## src/rtl/addr_gen_2d.sv

```systemverilog
// addr_gen_2d: two-level (inner/outer) strided address generator with a
// valid/ready output handshake, one-shot or continuous (wrap) walks and a
// synchronous abort.
// Optional build macro ADDR_GEN_BOUNDS_CHECK_EN adds limit_addr/bound_err,
// a sticky flag raised when a presented address exceeds a latched limit.
module addr_gen_2d #(
    parameter int ADDR_WIDTH = 8,
    parameter int CNT_WIDTH  = 4
) (
    input  logic                  clk,
    input  logic                  rst,
    input  logic                  start,
    input  logic                  stop,
    input  logic                  wrap_mode,
    input  logic [ADDR_WIDTH-1:0] base_addr,
    input  logic [CNT_WIDTH-1:0]  inner_last_idx,
    input  logic [ADDR_WIDTH-1:0] inner_stride,
    input  logic [CNT_WIDTH-1:0]  outer_last_idx,
    input  logic [ADDR_WIDTH-1:0] outer_stride,
`ifdef ADDR_GEN_BOUNDS_CHECK_EN
    input  logic [ADDR_WIDTH-1:0] limit_addr,
    output logic                  bound_err,
`endif
    input  logic                  addr_ready,
    output logic [ADDR_WIDTH-1:0] addr,
    output logic                  addr_valid,
    output logic                  inner_last,
    output logic                  last,
    output logic                  busy,
    output logic                  done
);

    typedef enum logic {IDLE, RUN} state_t;

    state_t                state_reg, state_next;
    logic [ADDR_WIDTH-1:0] addr_reg, addr_next;
    logic [ADDR_WIDTH-1:0] row_base_reg, row_base_next;
    logic [CNT_WIDTH-1:0]  inner_idx_reg, inner_idx_next;
    logic [CNT_WIDTH-1:0]  outer_idx_reg, outer_idx_next;
    logic                  done_reg, done_next;

    // Configuration captured at start so the sequencer may change its inputs mid-walk.
    logic                  wrap_reg, wrap_next;
    logic [ADDR_WIDTH-1:0] base_reg, base_next;
    logic [CNT_WIDTH-1:0]  inner_lim_reg, inner_lim_next;
    logic [ADDR_WIDTH-1:0] inner_stride_reg, inner_stride_next;
    logic [CNT_WIDTH-1:0]  outer_lim_reg, outer_lim_next;
    logic [ADDR_WIDTH-1:0] outer_stride_reg, outer_stride_next;

    logic                  run;
    logic                  row_end;
    logic                  walk_end;

    assign run      = (state_reg == RUN);
    assign row_end  = (inner_idx_reg == inner_lim_reg);
    assign walk_end = row_end && (outer_idx_reg == outer_lim_reg);

    assign addr       = addr_reg;
    assign addr_valid = run;
    assign busy       = run;
    assign inner_last = run && row_end;
    assign last       = run && walk_end;
    assign done       = done_reg;

    // Next-state, address stepping and config capture.
    always_comb begin
        state_next        = state_reg;
        addr_next         = addr_reg;
        row_base_next     = row_base_reg;
        inner_idx_next    = inner_idx_reg;
        outer_idx_next    = outer_idx_reg;
        done_next         = 1'b0;
        wrap_next         = wrap_reg;
        base_next         = base_reg;
        inner_lim_next    = inner_lim_reg;
        inner_stride_next = inner_stride_reg;
        outer_lim_next    = outer_lim_reg;
        outer_stride_next = outer_stride_reg;
        case (state_reg)
            IDLE: begin
                // stop beats a same-cycle start
                if (start && !stop) begin
                    wrap_next         = wrap_mode;
                    base_next         = base_addr;
                    inner_lim_next    = inner_last_idx;
                    inner_stride_next = inner_stride;
                    outer_lim_next    = outer_last_idx;
                    outer_stride_next = outer_stride;
                    addr_next         = base_addr;
                    row_base_next     = base_addr;
                    inner_idx_next    = '0;
                    outer_idx_next    = '0;
                    state_next        = RUN;
                end
            end
            RUN: begin
                // stop wins over a handshake in the same cycle: no advance, no done
                if (stop) begin
                    state_next = IDLE;
                end else if (addr_ready) begin
                    if (inner_idx_reg < inner_lim_reg) begin
                        inner_idx_next = inner_idx_reg + CNT_WIDTH'(1);
                        addr_next      = addr_reg + inner_stride_reg;
                    end else if (outer_idx_reg < outer_lim_reg) begin
                        inner_idx_next = '0;
                        outer_idx_next = outer_idx_reg + CNT_WIDTH'(1);
                        row_base_next  = row_base_reg + outer_stride_reg;
                        addr_next      = row_base_reg + outer_stride_reg;
                    end else begin
                        done_next = 1'b1;
                        if (wrap_reg) begin
                            addr_next      = base_reg;
                            row_base_next  = base_reg;
                            inner_idx_next = '0;
                            outer_idx_next = '0;
                        end else begin
                            state_next = IDLE;
                        end
                    end
                end
            end
            default: state_next = IDLE;
        endcase
    end

    // State and datapath registers with synchronous reset.
    always_ff @(posedge clk) begin
        if (rst) begin
            state_reg        <= IDLE;
            addr_reg         <= '0;
            row_base_reg     <= '0;
            inner_idx_reg    <= '0;
            outer_idx_reg    <= '0;
            done_reg         <= 1'b0;
            wrap_reg         <= 1'b0;
            base_reg         <= '0;
            inner_lim_reg    <= '0;
            inner_stride_reg <= '0;
            outer_lim_reg    <= '0;
            outer_stride_reg <= '0;
        end else begin
            state_reg        <= state_next;
            addr_reg         <= addr_next;
            row_base_reg     <= row_base_next;
            inner_idx_reg    <= inner_idx_next;
            outer_idx_reg    <= outer_idx_next;
            done_reg         <= done_next;
            wrap_reg         <= wrap_next;
            base_reg         <= base_next;
            inner_lim_reg    <= inner_lim_next;
            inner_stride_reg <= inner_stride_next;
            outer_lim_reg    <= outer_lim_next;
            outer_stride_reg <= outer_stride_next;
        end
    end

`ifdef ADDR_GEN_BOUNDS_CHECK_EN
    logic [ADDR_WIDTH-1:0] limit_reg;
    logic                  err_reg;
    logic                  over_limit;

    // The current out-of-range address is flagged immediately; the register keeps it sticky.
    assign over_limit = run && (addr_reg > limit_reg);
    assign bound_err  = err_reg || over_limit;

    // Limit capture and sticky error; an accepted start clears the flag.
    always_ff @(posedge clk) begin
        if (rst) begin
            limit_reg <= '0;
            err_reg   <= 1'b0;
        end else if (!run && start && !stop) begin
            limit_reg <= limit_addr;
            err_reg   <= 1'b0;
        end else begin
            err_reg   <= err_reg || over_limit;
        end
    end
`endif

endmodule

```

## config.mk

```make
export PLATFORM = sky130hd
export DESIGN_NAME = addr_gen_2d
export DESIGN_NICKNAME = d
export VERILOG_FILES = /design/src/rtl/addr_gen_2d.sv
export SDC_FILE = /design/constraint.sdc
export NUM_CORES = 1
export LEC_CHECK = 0
export ABC_AREA = 1
export CORE_ASPECT_RATIO = 1.4
export CORE_UTILIZATION = 55
export DETAILED_ROUTE_END_ITERATION = 10
export PLACE_DENSITY = 0.81
export SYNTH_ARGS = -nofsm -noshare
export SYNTH_HDL_FRONTEND = slang
export SYNTH_SLANG_ARGS = --single-unit
```

## constraint.sdc

```tcl
create_clock -name clk -period 2.15 [get_ports clk]
set_input_delay 0.5375 -clock clk [delete_from_list [all_inputs] [get_ports clk]]
set_output_delay 0.5375 -clock clk [all_outputs]
set_load 0.1 [all_outputs]
```

-- Word level (Yosys, flattened, before mapping)
Index checks and enable logic that the tools add are counted.
- bitwise logic cells: 2
- reduce and logical (&&, ||, !) cells: 9
- equal/unequal tests: 8
- $lt $le $gt $ge: 2
- $add $sub $neg: 4
- mux-type cells: 31
- operators by type and width (operator ; count):
    two-way mux 8 bit ; 9
    two-way mux 4 bit ; 10
    one-hot mux 8 bit (2 select lines) ; 2
    adder 8 bit ; 2
    one-hot mux 4 bit (2 select lines) ; 2
    adder 4 x 1 -> 4 bit, second input constant ; 2
    equality test 4 bit ; 2
    less-than comparator 4 bit ; 2
    != test 2 bit, second input constant ; 4
    two-way mux 1 bit ; 7
    AND reduction 5 bit ; 1
    OR reduction 5 bit ; 1
    logical AND 1 bit ; 4
    != test 4 x 1 -> 1 bit, second input constant ; 1
    AND reduction 4 bit ; 1
    != test 3 x 1 -> 1 bit, second input constant ; 1
    NOT 1 bit ; 2
    one-hot mux 1 bit (2 select lines) ; 1
    AND reduction 2 bit ; 1
    logical NOT 1 bit ; 1
- flip-flop bits (word level): 59
- logic and storage cells: 68

-- Logic depth before layout (Yosys ltp)
- depth after elaboration: 6
- gate-level depth with buffers: 14
- depth with buffers taken out: 14

-- Worst setup path after synthesis
OpenSTA, ideal clock, no wires.
- kind: register to output
- from: register state_reg (netlist: addr_valid)
- to: output last
- slack: -2782 ps
- arrival time: 4395 ps
- buffers on the path: 2
- cell stages (with the launch flop): 5
- cell sequence: dfxtp_1 > buf_6 > inv_4 > clkbuf_1 > nor4_1
- cells in the longest elaborated chain, start to end: 1
- RTL lines (what ; line ; text):
    from (decl) ; 35 ; state_t state_reg, state_next;
    from (signal assigned) ; 142 ; state_reg <= state_next;
    logical AND 1 bit ; 62 ; assign last = run && walk_end;
    to (decl) ; 28 ; output logic last,
No other way between the ends.

-- Worst setup path after layout
- from: register outer_lim_reg[2]
- to: output last
- cells in the longest elaborated chain, start to end: 3
- RTL lines (what ; line ; text):
    from (decl) ; 47 ; logic [CNT_WIDTH-1:0] outer_lim_reg, outer_lim_next;
    from (signal assigned) ; 152 ; outer_lim_reg <= outer_lim_next;
    equality test 4 bit ; 56 ; assign walk_end = row_end && (outer_idx_reg == outer_lim_reg);
    logical AND 1 bit ; 56 ;
    logical AND 1 bit ; 62 ;
No other way between the ends.

==> impl_metrics.yaml <==
run_status:
  status: "finished, violations left"
  violations: "setup timing"
grt:
  grt_overflow_total: 0
  grt_pass1_vias: 3149
  grt_max_degree: 36
  antenna_found_initial: 0
  track_usage_pct: 25.8
  grt_pass1_wl_mm: 13.9
finish:
  fin_area_sq_um: 4390
  mostFrequentLayoutCells: "nand2_1 (84), inv_1 (71), a21oi_1 (65)"
  final_common_cell: "nand2_1"
  layout.nets: 606
  post-route-util_pct: 73.4
  diodes: 0
  layout.area.seq_sq_um: 1200
  fillers: 461
  drive_gt1_share_pct: 16.5
  areaGrowthSynthToFinish_pct: 26.1
  multiInputGateArea_sq_um: 1970
placed_design:
  numPortBuffers: 50
  gp_congestion: 0.818
  placed_area_sq_um: 4100
  hpwl_mm: 5.94
  dp_slack_ns: 0.150
sta:
  period_share_pct: 101
  clock_skew_ns: 0.00703
  hold_viol: 0
  drv_slew: 0
  finalSetupViolCount: 1
  post-route-min-period_ns: 2.16
  max_freq_ghz: 0.462
  rsz0062_at_grt: "yes"
  relSlewSlack_pct: 78.2
  worst_slack_ns: -0.0129
  worst_pin_slew_ns: 0.324
setup_path:
  rr_worst_depth: 11
  crit_arrival_ns: 1.63
  cp_max_fo: 2
  endpoint_kind: "output port"
  path_class: "register to output port"
  cp.required_ns: 1.61
  critPathLaunchType: "register"
clock_tree:
  cts_tree: "built"
  cts_max_level: 3
  clock_sinks: 59
  clkTransAtPathRegs_ns: 0.07
  numCtsBuffers: 9
  cts_hold_buf: 0
  cts_buffer_depth: 2
  cts.root.buffer_cell: "clkbuf_8"
  worst_skew_pair.late_latency_ns: 0.33
flow_run:
  drv_cap: 0
floorplan:
  die_y_um: 96.2
  start_util_pct: 58.2
  die_area_sq_um: 6660
  ios: 51
  dieWidth_um: 69.3
  core_sq_um: 5990
  rows: 33
power_and_ir_drop:
  vdd_drop_max_uv: 500
  power.leakage_nw: 1.98
  power_density_nw_per_um2: 702
  power.total_mw: 3.08
synthesis:
  synthCells: 489
  ys_seq_area_share_pct: 33.9
  avgSynthCellArea_sq_um: 7.13
  synth-seq-cells: 59
  syn_area_sq_um: 3480
  ys_types: 35
  synth_fp_nets: 553
  yosysWarnings: 0
hold_path:
  min_path_type: "register to register"
  hold_depth: 2
route:
  wl_per_cell_um: 13.5
  drtIter0Drc: 235
  drtAntennaViolNets: 0
  route.detailed.drc: 0
  totalWireLength_mm: 8.31
  viasPerCell: 5.40
  firstDrtPassIters: 5
  vias: 3334
[worst max-delay path, cell delays in order, from the launching register on]
cell	delay, ns
dfxtp_1	0.33
inv_2	0.05
ha_4	0.26
nand2_2	0.05
inv_2	0.05
nand3_2	0.07
nor4_4	0.27
buf_12	0.21
[power breakdown]
group          total, mW  internal (mW)  leakage, nW  switching, mW
sequential          1.24           1.18        0.490         0.0610
combinational      0.915          0.327         1.39          0.588
clock              0.928          0.510       0.0965          0.418
[layout make-up]
| type | instances | area share (%) |
|---|---|---|
| sequential | 59 | 27.3 |
| clock inverter | 2 | 0.228 |
| clock buffer | 14 | 3.93 |
| multi-input combinational | 326 | 44.9 |
| timing repair buffer | 64 | 14.5 |
| inverter | 82 | 7.26 |
| tap | 70 | 1.99 |
[cell usage after synthesis]
library cell / number / share of area [%]
buf_4: 3 / 0.65
nor4_1: 2 / 0.36
nand3_1: 27 / 3.9
nand3_2: 3 / 0.86
nand4_1: 6 / 1.1
nor2_1: 26 / 2.8
nand2_2: 3 / 0.54
xnor2_1: 5 / 1.3
buf_2: 5 / 0.72
inv_4: 1 / 0.18
or2_2: 1 / 0.18
buf_6: 3 / 0.97
clkbuf_1: 11 / 1.2
nand3_4: 1 / 0.50
inv_6: 1 / 0.25
clkinv_2: 1 / 0.14
a21oi_1: 65 / 9.3
dfxtp_1: 59 / 34
fa_1: 2 / 1.1
o21bai_1: 1 / 0.22
nand2_4: 1 / 0.32
o21ai_0: 49 / 7.0
a21oi_4: 1 / 0.47
o21bai_2: 2 / 0.65
inv_1: 77 / 8.3
nor3_2: 1 / 0.29
inv_2: 2 / 0.22
a211oi_2: 1 / 0.36
o21ai_1: 4 / 0.57
nand2_8: 2 / 1.1
nor3_1: 4 / 0.57
nand3b_1: 2 / 0.43
xor2_1: 6 / 1.5
nand2_1: 87 / 9.4
ha_1: 24 / 8.6
[path summary, 6_finish.rpt]
path	startpoint	endpoint	slack (ns)
max	outer_lim_reg[2]$_SDFFE_PP0P_	last	-0.01
min	base_reg[2]$_SDFFE_PP0P_	base_reg[2]$_SDFFE_PP0P_	0.44
max reg2reg	inner_idx_reg[1]$_SDFFE_PP0P_	row_base_reg[7]$_SDFFE_PP0P_	0.15
min reg2reg	base_reg[2]$_SDFFE_PP0P_	base_reg[2]$_SDFFE_PP0P_	0.44
[timing repair]
item / 4_1_cts / 5_1_grt
gates cloned: 0 / 0
endpoints found under the hold margin: 0 / 0
setup endpoints to repair: 2 / 2
resized for setup: 9 / 12
pin swaps: 4 / 4
setup buffers: 4 / 1
[cells by family after synthesis]
logic type | Yosys count | synth area share (%)
buf+inv | 104 | 12.6
xor+xnor | 11 | 2.76
simple gates | 166 | 22.3
flops | 59 | 33.9
compound gates | 123 | 18.6
fa+ha+maj | 26 | 9.77
[stage by stage]
step | setup TNS [ns] | std cells | hold WS (ns)
3_3_place_gp | 0 | 596 | 0.430
6_report | -0.0129 | 617 | 0.444
5_1_grt | -0.106 | 617 | 0.467
3_5_place_dp | 0 | 596 | 0.435
4_1_cts | -0.00877 | 616 | 0.445
2_1_floorplan | -0.337 | 489 | 0.424
[layer usage]
metal,vias to the layer above,track usage [%],wire (um)
met1,1505,30.0,3430
met5,-,0,0
met2,115,47.1,4340
met3,22,3.35,343
met4,0,12.2,199
li1,1692,-,-
Note: power is estimated with default switching activity, not from simulation.
